`config.mk`:
```
export PLATFORM = sky130hd
export DESIGN_NAME = sine_scheduler_flat
export DESIGN_NICKNAME = d
export VERILOG_FILES = /design/src/rtl/sine_scheduler_if.sv /design/src/rtl/sine_scheduler.sv /design/src/flat_wrapper.sv
export SDC_FILE = /design/constraint.sdc
export NUM_CORES = 1
export LEC_CHECK = 0
export ABC_CLOCK_PERIOD_IN_PS = 11000
export CAP_MARGIN = 10
export CORE_UTILIZATION = 30
export CTS_CLUSTER_SIZE = 8
export DETAILED_ROUTE_END_ITERATION = 7
export HOLD_SLACK_MARGIN = 0.1
export SLEW_MARGIN = 5
export SYNTH_ARGS = -nofsm -noshare
export SYNTH_HDL_FRONTEND = slang
export SYNTH_SLANG_ARGS = --single-unit
export TNS_END_PERCENT = 5
```
`constraint.sdc`:
```
create_clock -name clk -period 11 [get_ports clk]
set_input_delay 2.2 -clock clk [delete_from_list [all_inputs] [get_ports clk]]
set_output_delay 2.2 -clock clk [all_outputs]
set_load 0.01 [all_outputs]
```
`src/rtl/sine_scheduler_if.sv`:
```
// sine_scheduler_if: bus between the DDS sequencer and the logic around it.
// It carries the config write port, the sample tick, the shared sine_table
// lookup (tab_id out, tab_data back) and the tagged sample output beat.
//   master : config bus / timer / sine_table side (drives cfg_*, tick, tab_data)
//   slave  : sine_scheduler side (drives busy, tab_id, out_*, overrun)
// Macro SINE_SCHED_COS_EN adds out_cos (quarter-turn offset sample).
interface sine_scheduler_if #(
    parameter int NUM_CH    = 4,
    parameter int ROM_DEPTH = 64,
    parameter int ROM_WIDTH = 8,
    parameter int ACCW      = 16,
    parameter int ADDRW     = $clog2(4*ROM_DEPTH),
    parameter int CHW       = $clog2(NUM_CH)
);
    logic                   cfg_we;
    logic [CHW-1:0]         cfg_ch;
    logic [ACCW-1:0]        cfg_inc;
    logic                   cfg_en;
    logic                   tick;
    logic                   busy;
    logic [ADDRW-1:0]       tab_id;
    logic [2*ROM_WIDTH-1:0] tab_data;
    logic                   out_valid;
    logic [CHW-1:0]         out_ch;
    logic [2*ROM_WIDTH-1:0] out_data;
    logic                   overrun;
`ifdef SINE_SCHED_COS_EN
    logic [2*ROM_WIDTH-1:0] out_cos;

    modport master (output cfg_we, cfg_ch, cfg_inc, cfg_en, tick, tab_data,
                    input  busy, tab_id, out_valid, out_ch, out_data, out_cos, overrun);
    modport slave  (input  cfg_we, cfg_ch, cfg_inc, cfg_en, tick, tab_data,
                    output busy, tab_id, out_valid, out_ch, out_data, out_cos, overrun);
`else
    modport master (output cfg_we, cfg_ch, cfg_inc, cfg_en, tick, tab_data,
                    input  busy, tab_id, out_valid, out_ch, out_data, overrun);
    modport slave  (input  cfg_we, cfg_ch, cfg_inc, cfg_en, tick, tab_data,
                    output busy, tab_id, out_valid, out_ch, out_data, overrun);
`endif
endinterface

```
`src/rtl/sine_scheduler.sv`:
```
// sine_scheduler: time-multiplexed DDS sequencer. One combinational
// sine_table is shared by NUM_CH phase accumulators; each tick sweeps the
// channels in order, looks up every enabled channel and emits one tagged
// sample beat per enabled channel.
// Ports:
//   clk, rst : clock, asynchronous active-high reset
//   bus      : sine_scheduler_if.slave (config write, tick, busy, table
//              address/data, out_valid/out_ch/out_data, overrun)
// Optional macro SINE_SCHED_COS_EN: each enabled channel also does a second
// lookup a quarter turn ahead, returned on out_cos alongside out_data.
module sine_scheduler #(
    parameter int NUM_CH    = 4,
    parameter int ROM_DEPTH = 64,
    parameter int ROM_WIDTH = 8,
    parameter int ADDRW     = $clog2(4*ROM_DEPTH),
    parameter int ACCW      = 16,
    parameter int CHW       = $clog2(NUM_CH)
) (
    input logic            clk,
    input logic            rst,
    sine_scheduler_if.slave bus
);
`ifdef SINE_SCHED_COS_EN
    typedef enum logic [2:0] {IDLE, ADDR, DATA, ADDR2, DATA2} state_t;
    localparam logic [ACCW-1:0] QTR = ACCW'(1) << (ACCW-2);
`else
    typedef enum logic [1:0] {IDLE, ADDR, DATA} state_t;
`endif

    state_t                          r_state;
    logic [CHW-1:0]                  r_ch;
    logic [NUM_CH-1:0][ACCW-1:0]     r_acc;
    logic [NUM_CH-1:0][ACCW-1:0]     r_inc;
    logic [NUM_CH-1:0]               r_en;
    logic [ADDRW-1:0]                r_tab_id;
    logic                            r_out_valid;
    logic [CHW-1:0]                  r_out_ch;
    logic [2*ROM_WIDTH-1:0]          r_out_data;
    logic                            r_overrun;
`ifdef SINE_SCHED_COS_EN
    logic [2*ROM_WIDTH-1:0]          r_hold;
    logic [2*ROM_WIDTH-1:0]          r_out_cos;
    logic [ACCW-1:0]                 w_cos_acc;
    assign w_cos_acc = r_acc[r_ch] + QTR;
`endif

    logic w_last;
    logic w_cfg_ok;
    assign w_last = (r_ch == CHW'(NUM_CH-1));

    // With a power-of-two channel count every cfg_ch value is a real channel.
    if ((1 << CHW) == NUM_CH) begin : g_cfg_all
        assign w_cfg_ok = 1'b1;
    end else begin : g_cfg_rng
        assign w_cfg_ok = ({1'b0, bus.cfg_ch} < (CHW+1)'(NUM_CH));
    end

    always_ff @(posedge clk or posedge rst) begin
        if (rst) begin
            r_state     <= IDLE;
            r_ch        <= '0;
            r_acc       <= '0;
            r_inc       <= '0;
            r_en        <= '0;
            r_tab_id    <= '0;
            r_out_valid <= 1'b0;
            r_out_ch    <= '0;
            r_out_data  <= '0;
            r_overrun   <= 1'b0;
`ifdef SINE_SCHED_COS_EN
            r_hold      <= '0;
            r_out_cos   <= '0;
`endif
        end else begin
            r_out_valid <= 1'b0;
            // A tick during any busy cycle is dropped, never queued.
            r_overrun   <= bus.tick && (r_state != IDLE);
            case (r_state)
                IDLE: begin
                    if (bus.tick) begin
                        r_state <= ADDR;
                        r_ch    <= '0;
                    end
                end
                ADDR: begin
                    if (r_en[r_ch]) begin
                        r_tab_id <= r_acc[r_ch][ACCW-1 -: ADDRW];
                        r_state  <= DATA;
                    end else if (w_last) begin
                        r_state <= IDLE;
                    end else begin
                        r_ch <= r_ch + CHW'(1);
                    end
                end
`ifdef SINE_SCHED_COS_EN
                DATA: begin
                    r_hold  <= bus.tab_data;
                    r_state <= ADDR2;
                end
                ADDR2: begin
                    r_tab_id <= w_cos_acc[ACCW-1 -: ADDRW];
                    r_state  <= DATA2;
                end
                DATA2: begin
                    r_out_data  <= r_hold;
                    r_out_cos   <= bus.tab_data;
                    r_out_ch    <= r_ch;
                    r_out_valid <= 1'b1;
                    r_acc[r_ch] <= r_acc[r_ch] + r_inc[r_ch];
                    if (w_last) begin
                        r_state <= IDLE;
                    end else begin
                        r_ch    <= r_ch + CHW'(1);
                        r_state <= ADDR;
                    end
                end
`else
                DATA: begin
                    r_out_data  <= bus.tab_data;
                    r_out_ch    <= r_ch;
                    r_out_valid <= 1'b1;
                    r_acc[r_ch] <= r_acc[r_ch] + r_inc[r_ch];
                    if (w_last) begin
                        r_state <= IDLE;
                    end else begin
                        r_ch    <= r_ch + CHW'(1);
                        r_state <= ADDR;
                    end
                end
`endif
                default: r_state <= IDLE;
            endcase
            // Config write comes last so a phase clear overrides the
            // accumulate of the same cycle; the accumulate already read the
            // old inc.
            if (bus.cfg_we && w_cfg_ok) begin
                r_inc[bus.cfg_ch] <= bus.cfg_inc;
                r_en[bus.cfg_ch]  <= bus.cfg_en;
                if (!bus.cfg_en) begin
                    r_acc[bus.cfg_ch] <= '0;
                end
            end
        end
    end

    assign bus.busy      = (r_state != IDLE);
    assign bus.tab_id    = r_tab_id;
    assign bus.out_valid = r_out_valid;
    assign bus.out_ch    = r_out_ch;
    assign bus.out_data  = r_out_data;
    assign bus.overrun   = r_overrun;
`ifdef SINE_SCHED_COS_EN
    assign bus.out_cos   = r_out_cos;
`endif
endmodule
```
`src/flat_wrapper.sv`:
```
// flat-port wrapper written by rule: the top's interface ports become plain ports
module sine_scheduler_flat 
#(
    parameter int NUM_CH    = 4,
    parameter int ROM_DEPTH = 64,
    parameter int ROM_WIDTH = 8,
    parameter int ADDRW     = $clog2(4*ROM_DEPTH),
    parameter int ACCW      = 16,
    parameter int CHW       = $clog2(NUM_CH)
)
  (clk, rst, bus_cfg_we, bus_cfg_ch, bus_cfg_inc, bus_cfg_en, bus_tick, bus_tab_data, bus_busy, bus_tab_id, bus_out_valid, bus_out_ch, bus_out_data, bus_overrun);
  sine_scheduler_if #(.NUM_CH(NUM_CH), .ROM_DEPTH(ROM_DEPTH), .ROM_WIDTH(ROM_WIDTH), .ACCW(ACCW), .ADDRW(ADDRW), .CHW(CHW)) bus_i ();
  input logic clk;
  input logic rst;
  input wire logic [$bits(bus_i.cfg_we)-1:0] bus_cfg_we;
  input wire logic [$bits(bus_i.cfg_ch)-1:0] bus_cfg_ch;
  input wire logic [$bits(bus_i.cfg_inc)-1:0] bus_cfg_inc;
  input wire logic [$bits(bus_i.cfg_en)-1:0] bus_cfg_en;
  input wire logic [$bits(bus_i.tick)-1:0] bus_tick;
  input wire logic [$bits(bus_i.tab_data)-1:0] bus_tab_data;
  output wire logic [$bits(bus_i.busy)-1:0] bus_busy;
  output wire logic [$bits(bus_i.tab_id)-1:0] bus_tab_id;
  output wire logic [$bits(bus_i.out_valid)-1:0] bus_out_valid;
  output wire logic [$bits(bus_i.out_ch)-1:0] bus_out_ch;
  output wire logic [$bits(bus_i.out_data)-1:0] bus_out_data;
  output wire logic [$bits(bus_i.overrun)-1:0] bus_overrun;
  assign bus_i.cfg_we = bus_cfg_we;
  assign bus_i.cfg_ch = bus_cfg_ch;
  assign bus_i.cfg_inc = bus_cfg_inc;
  assign bus_i.cfg_en = bus_cfg_en;
  assign bus_i.tick = bus_tick;
  assign bus_i.tab_data = bus_tab_data;
  assign bus_busy = bus_i.busy;
  assign bus_tab_id = bus_i.tab_id;
  assign bus_out_valid = bus_i.out_valid;
  assign bus_out_ch = bus_i.out_ch;
  assign bus_out_data = bus_i.out_data;
  assign bus_overrun = bus_i.overrun;
  sine_scheduler #(.NUM_CH(NUM_CH), .ROM_DEPTH(ROM_DEPTH), .ROM_WIDTH(ROM_WIDTH), .ADDRW(ADDRW), .ACCW(ACCW), .CHW(CHW)) u_core (.clk(clk), .rst(rst), .bus(bus_i));
endmodule
```
* Word-level counts from Yosys, hierarchy flattened
Cells that the tools add are included.
** Operators by class
- $add $sub $neg :: 2
- $lt $le $gt $ge :: 4
- Equal/unequal tests :: 6
- Mux-type cells :: 28
- Bitwise gates (word level) :: 2
- Reductions and logical operators :: 9
** Operators by type and width (number)
- $mux 64 :: 3
- $bwmux 64 :: 2
- $and 64x64->64 :: 1
- $bmux 16 s2 :: 2
- $demux 16 s2 :: 2
- $mux 16 :: 4
- $not 64->64 :: 1
- $add 16x16->16 :: 1
- $mux 2 :: 6
- $pmux 2 s3 :: 2
- $lt 2x3->1 const B :: 2
- $bwmux 4 :: 1
- $eq 2x2->1 const B :: 2
- $ge 2x1->1 const B :: 2
- $mux 1 :: 4
- $ne 2x2->1 const B :: 2
- $reduce_and 2->1 :: 2
- $logic_and 1x1->1 :: 3
- $ne 3x1->1 const B :: 1
- $reduce_and 3->1 :: 1
- $reduce_bool 3->1 :: 1
- $add 2x1->2 const B :: 1
- $bmux 1 s2 :: 1
- $demux 1 s2 :: 1
- other kinds (3) :: 3
** Storage, ports and cells
- Bits in registers :: 164
- Input port bits :: 39
- Output and inout port bits :: 29
- Logic and storage cells :: 67

* Depth between registers and ports, before layout
- Word-level depth :: 9
- Depth in mapped cells :: 12
- Mapped depth without buffers :: 9

* Worst setup path before layout
OpenSTA, ideal clock, no wires.
- Path type :: input to register
- Start :: in bus_cfg_ch[1]
- End :: reg u_core.r_inc[16] in the netlist's numbering
- Library setup time :: 0.125 ns
- Arrival :: 3.452 ns
- Required time :: 10.875 ns
- Slack :: 7.423 ns
- Stages :: 5
- Path buffers :: 3
- Cell sequence :: clkbuf_1 > or2_2 > clkbuf_1 > buf_2 > mux2_2
** Between the ends
- Cells in the longest elaborated chain, start to end :: 5
- Elaborated cells on any way between the ends :: 6
- Classes of those cells :: order compare (2); mux (3); reduce/logical (1)
** Ends and longest elaborated chain
- start: declaration :: line flat_wrapper.sv:16 : input wire logic [$bits(bus_i.cfg_ch)-1:0] bus_cfg_ch;
- $lt 2x3->1 (implied by the code) / $ge 2x1->1 (equally long branches) :: line sine_scheduler.sv:137 : r_inc[bus.cfg_ch] <= bus.cfg_inc;
- $logic_and 1x1->1 (implied by the code) :: line sine_scheduler.sv:137
- $mux 16 (implied by the code) :: line sine_scheduler.sv:137
- $demux 16 s2 *
- $bwmux 64 * :: line sine_scheduler.sv:137
- end signal: indexed assignment :: line sine_scheduler.sv:137
- end: declaration :: line sine_scheduler.sv:33 : logic [NUM_CH-1:0][ACCW-1:0] r_inc;
Every way passes the cells marked *; elsewhere a longest branch is shown, timed or not.
A chain may end at the register's enable or synchronous reset.

* Worst setup path after layout
- Start :: reg u_core.r_ch[0]
- End :: reg u_core.r_acc[60] in the netlist's numbering
** Between the ends
- Cells in the longest elaborated chain, start to end :: 9
- Elaborated cells on any way between the ends :: 15
- Classes of those cells :: add/sub (1); order compare (2); mux (10); bitwise (1); reduce/logical (1)
** Ends and longest elaborated chain
- start: declaration :: line sine_scheduler.sv:31 : logic [CHW-1:0] r_ch;
- start signal: assignment :: line sine_scheduler.sv:92 : r_ch <= r_ch + CHW'(1);
- start signal: assignment :: line sine_scheduler.sv:126 : r_ch <= r_ch + CHW'(1);
- parallel branches: the longest is 4 deep, another holds $add 16x16->16
- $bwmux 64 * :: line sine_scheduler.sv:122 : r_acc[r_ch] <= r_acc[r_ch] + r_inc[r_ch];
- $mux 64 * :: line sine_scheduler.sv:78 : case (r_state)
- $and 64x64->64 (no source line)
- $mux 64 :: line sine_scheduler.sv:139 : if (!bus.cfg_en) begin
- $mux 64 * :: line sine_scheduler.sv:136 : if (bus.cfg_we && w_cfg_ok) begin
- end signal: indexed assignment :: line sine_scheduler.sv:122
- end: declaration :: line sine_scheduler.sv:32 : logic [NUM_CH-1:0][ACCW-1:0] r_acc;
Mark *: on every way between the ends. The select of a mux whose other input is x is not followed.

==> results.cfg <==
[setup_path]
reg2reg_depth = 10
crit_required_ns = 11.27
worst-setup-path-type = reg -> reg
critPathMaxFanout = 27
cp.arrival_ns = 4.31
worstSetupStartpointType = flop
cp-end-kind = flop

[floorplan]
core_mm2 = 0.0261
die_h_um = 165
initial_core_util = 0.306
io_pins = 68
dieArea_mm2 = 0.0273
placementRows = 59
die_w_um = 165

[routing]
wirelength_mm = 19.0
wire_per_inst_um = 17.7
viasPerCell = 4.99
drc = 0
drtIter0Drc = 350
firstDrtPassIters = 6
vias = 5345
antenna_left = 0

[clock_tree]
cts_inserted_buffers = 17
cts_tree = done
clkTransAtPathRegs_ns = 0.06
clkSinkCount = 164
holdBufCountCts = 0
cts.path.max_buffers = 2
htreeDepth = 4
cts-root-buf = clkbuf_16
cts_setup_buffers = 0
post_cts_resized = 0
insertion_delay_ns = 0.43

[synth]
syn_area_per_cell_um2 = 12.1
ys_ff_latch = 164
ys.flop_type = dfrtp_1
synth_nets = 727
seq_area_frac_synth = 0.513
synth-edff-count = 0
yosysWarnings = 0
synthArstFlopShare = 1.00
syn_area_mm2 = 0.00800
synth_cell_types = 44
syn_inst = 664

[cells_and_area]
drive_gt1_frac = 0.246
antenna_cells = 0
layout_commonest_cell = dfrtp_1
nets = 787
synthToLayoutAreaGrowth_pct = 20.2
final_cell_mix = dfrtp_1, mux2_2, nand2_1
final_area_mm2 = 0.00962

[grt]
antenna_found_initial = 0
grt_usage = 0.149
grt_pass1_vias = 5487
grt_max_degree = 97
grt_overflow = 0
grt_first_pass_wirelength_mm = 30.8

[sta]
fmax_mhz = 247
setup_viol = 0
period_needed_ns = 4.04
drv_slew = 0
relSlewSlack = 0.357
finalHoldViolCount = 0
worst_slack_ns = 6.96
rsz0062_at_grt = no
finClkSkew_ns = 0.0109
worst_slew_pin_slew_ns = 0.962
post-route-period-util = 0.367
fin_tns_setup_ns = 0
fin_hold_ws_ns = 0.500

[pwr]
powerDensity_mw_per_mm2 = 303
cellLeakagePower_nw = 4.04
power.total_mw = 2.91
vdd_drop_max_uv = 167

[place]
hpwl_mm = 12.7
port_buffers = 67
gp_congestion = 0.800
pre_cts_slack_ns = 6.70
placed_area_mm2 = 0.00902

[outcome]
run_status = completed

[run]
drv_cap = 0

[hold_path]
hold_path.class = reg -> reg
holdPathStages = 1
final timing paths:
kind | from | to | slack, ns
max | u_core.r_ch[0]$_DFFE_PP0P_ | u_core.r_acc[60]$_DFF_PP0_ | 6.96
min | u_core.r_inc[40]$_DFFE_PP0P_ | u_core.r_inc[40]$_DFFE_PP0P_ | 0.50
max reg2reg | u_core.r_ch[0]$_DFFE_PP0P_ | u_core.r_acc[60]$_DFF_PP0_ | 6.96
min reg2reg | u_core.r_inc[40]$_DFFE_PP0P_ | u_core.r_inc[40]$_DFFE_PP0P_ | 0.50
max in group asynchronous | rst | u_core.r_inc[53]$_DFFE_PP0P_ | 7.31
min in group asynchronous | rst | u_core.bus.out_data[15]$_DFFE_PP0P_ | 2.32
critical path: stages (launching register included):
cell      delay [ns]
dfrtp_2         0.61
buf_4           0.51
mux4_2          0.62
ha_1            0.24
fa_1            0.46
a21o_1          0.19
a221oi_2        0.39
o211a_1         0.29
o31ai_4         0.08
xnor2_2         0.35
a211oi_2        0.12
Yosys cell counts (2+ instances only):
cell type	number	area [µm²]
dfrtp_1	164	4100
mux2_2	90	1010
nand2_1	71	267
a21oi_1	69	345
nor2_1	48	180
mux4_2	33	743
o21ai_0	25	125
clkbuf_1	24	90.1
ha_1	23	288
nor3_1	20	100
and3_1	9	56.3
inv_1	9	33.8
buf_2	8	40.0
a211oi_1	5	37.5
a211oi_2	5	62.6
nand3_1	5	25.0
nand3b_1	5	37.5
xor2_1	5	43.8
and2_1	4	25.0
or3b_1	4	35.0
xnor2_1	4	35.0
a21o_1	3	22.5
a22o_1	2	17.5
buf_1	2	7.51
nand2b_1	2	12.5
nand4_1	2	12.5
nor2b_1	2	12.5
o21a_1	2	15.0
o21ai_1	2	10.0
o41ai_2	2	32.5
xnor2_2	2	32.5
where the power goes:
group / leakage [nW] / internal (mW) / switching, mW / total (mW)
logic: 1.71 / 0.621 / 0.771 / 1.39
registers: 2.04 / 0.802 / 0.115 / 0.917
clock network: 0.290 / 0.350 / 0.254 / 0.604
routing by layer:
layer / part of all wire / wire [µm] / GRT usage
met3: 0.059 / 1120 / 0.0260
met1: 0.46 / 8760 / 0.212
met4: 0.0081 / 153 / 0.0467
met2: 0.47 / 8960 / 0.229
met5: 0 / 0 / 0
metrics by stage:
| step | utilization | instances |
|---|---|---|
| floorplan | - | 664 |
| global placement | 0.345 | 1040 |
| detailed placement | 0.345 | 1040 |
| CTS | 0.368 | 1071 |
| global route | 0.368 | 1071 |
| finish | 0.368 | 1071 |
sequential cells by signal (all words and copies together) (netlist names):
signal                count
u_core.bus.out_ch         2
u_core.bus.out_data      16
u_core.bus.out_valid      1
u_core.bus.overrun        1
u_core.bus.tab_id         8
u_core.r_acc             64
u_core.r_ch               2
u_core.r_en               4
u_core.r_inc             64
u_core.r_state            2
final cells by class:
cell class / count / area [µm²]
clock inverters: 12 / 146
multi-input cells: 456 / 3720
inverters: 9 / 38.8
fillers: 2590 / 16500
repair buffers: 76 / 738
well taps: 335 / 419
clock buffers: 19 / 453
flip-flops and latches: 164 / 4110
kinds of logic after synthesis:
kind of cell	Yosys count	synth area share
AOI/OAI and AO/OA	122	0.0938
and+or+nand+nor	176	0.0987
adders and majority gates	24	0.0385
DFF	164	0.513
xor gates and xnor gates	11	0.0139
buffers and inverters	44	0.0228
muxes	123	0.220
Power figures use the tool's default switching activity.
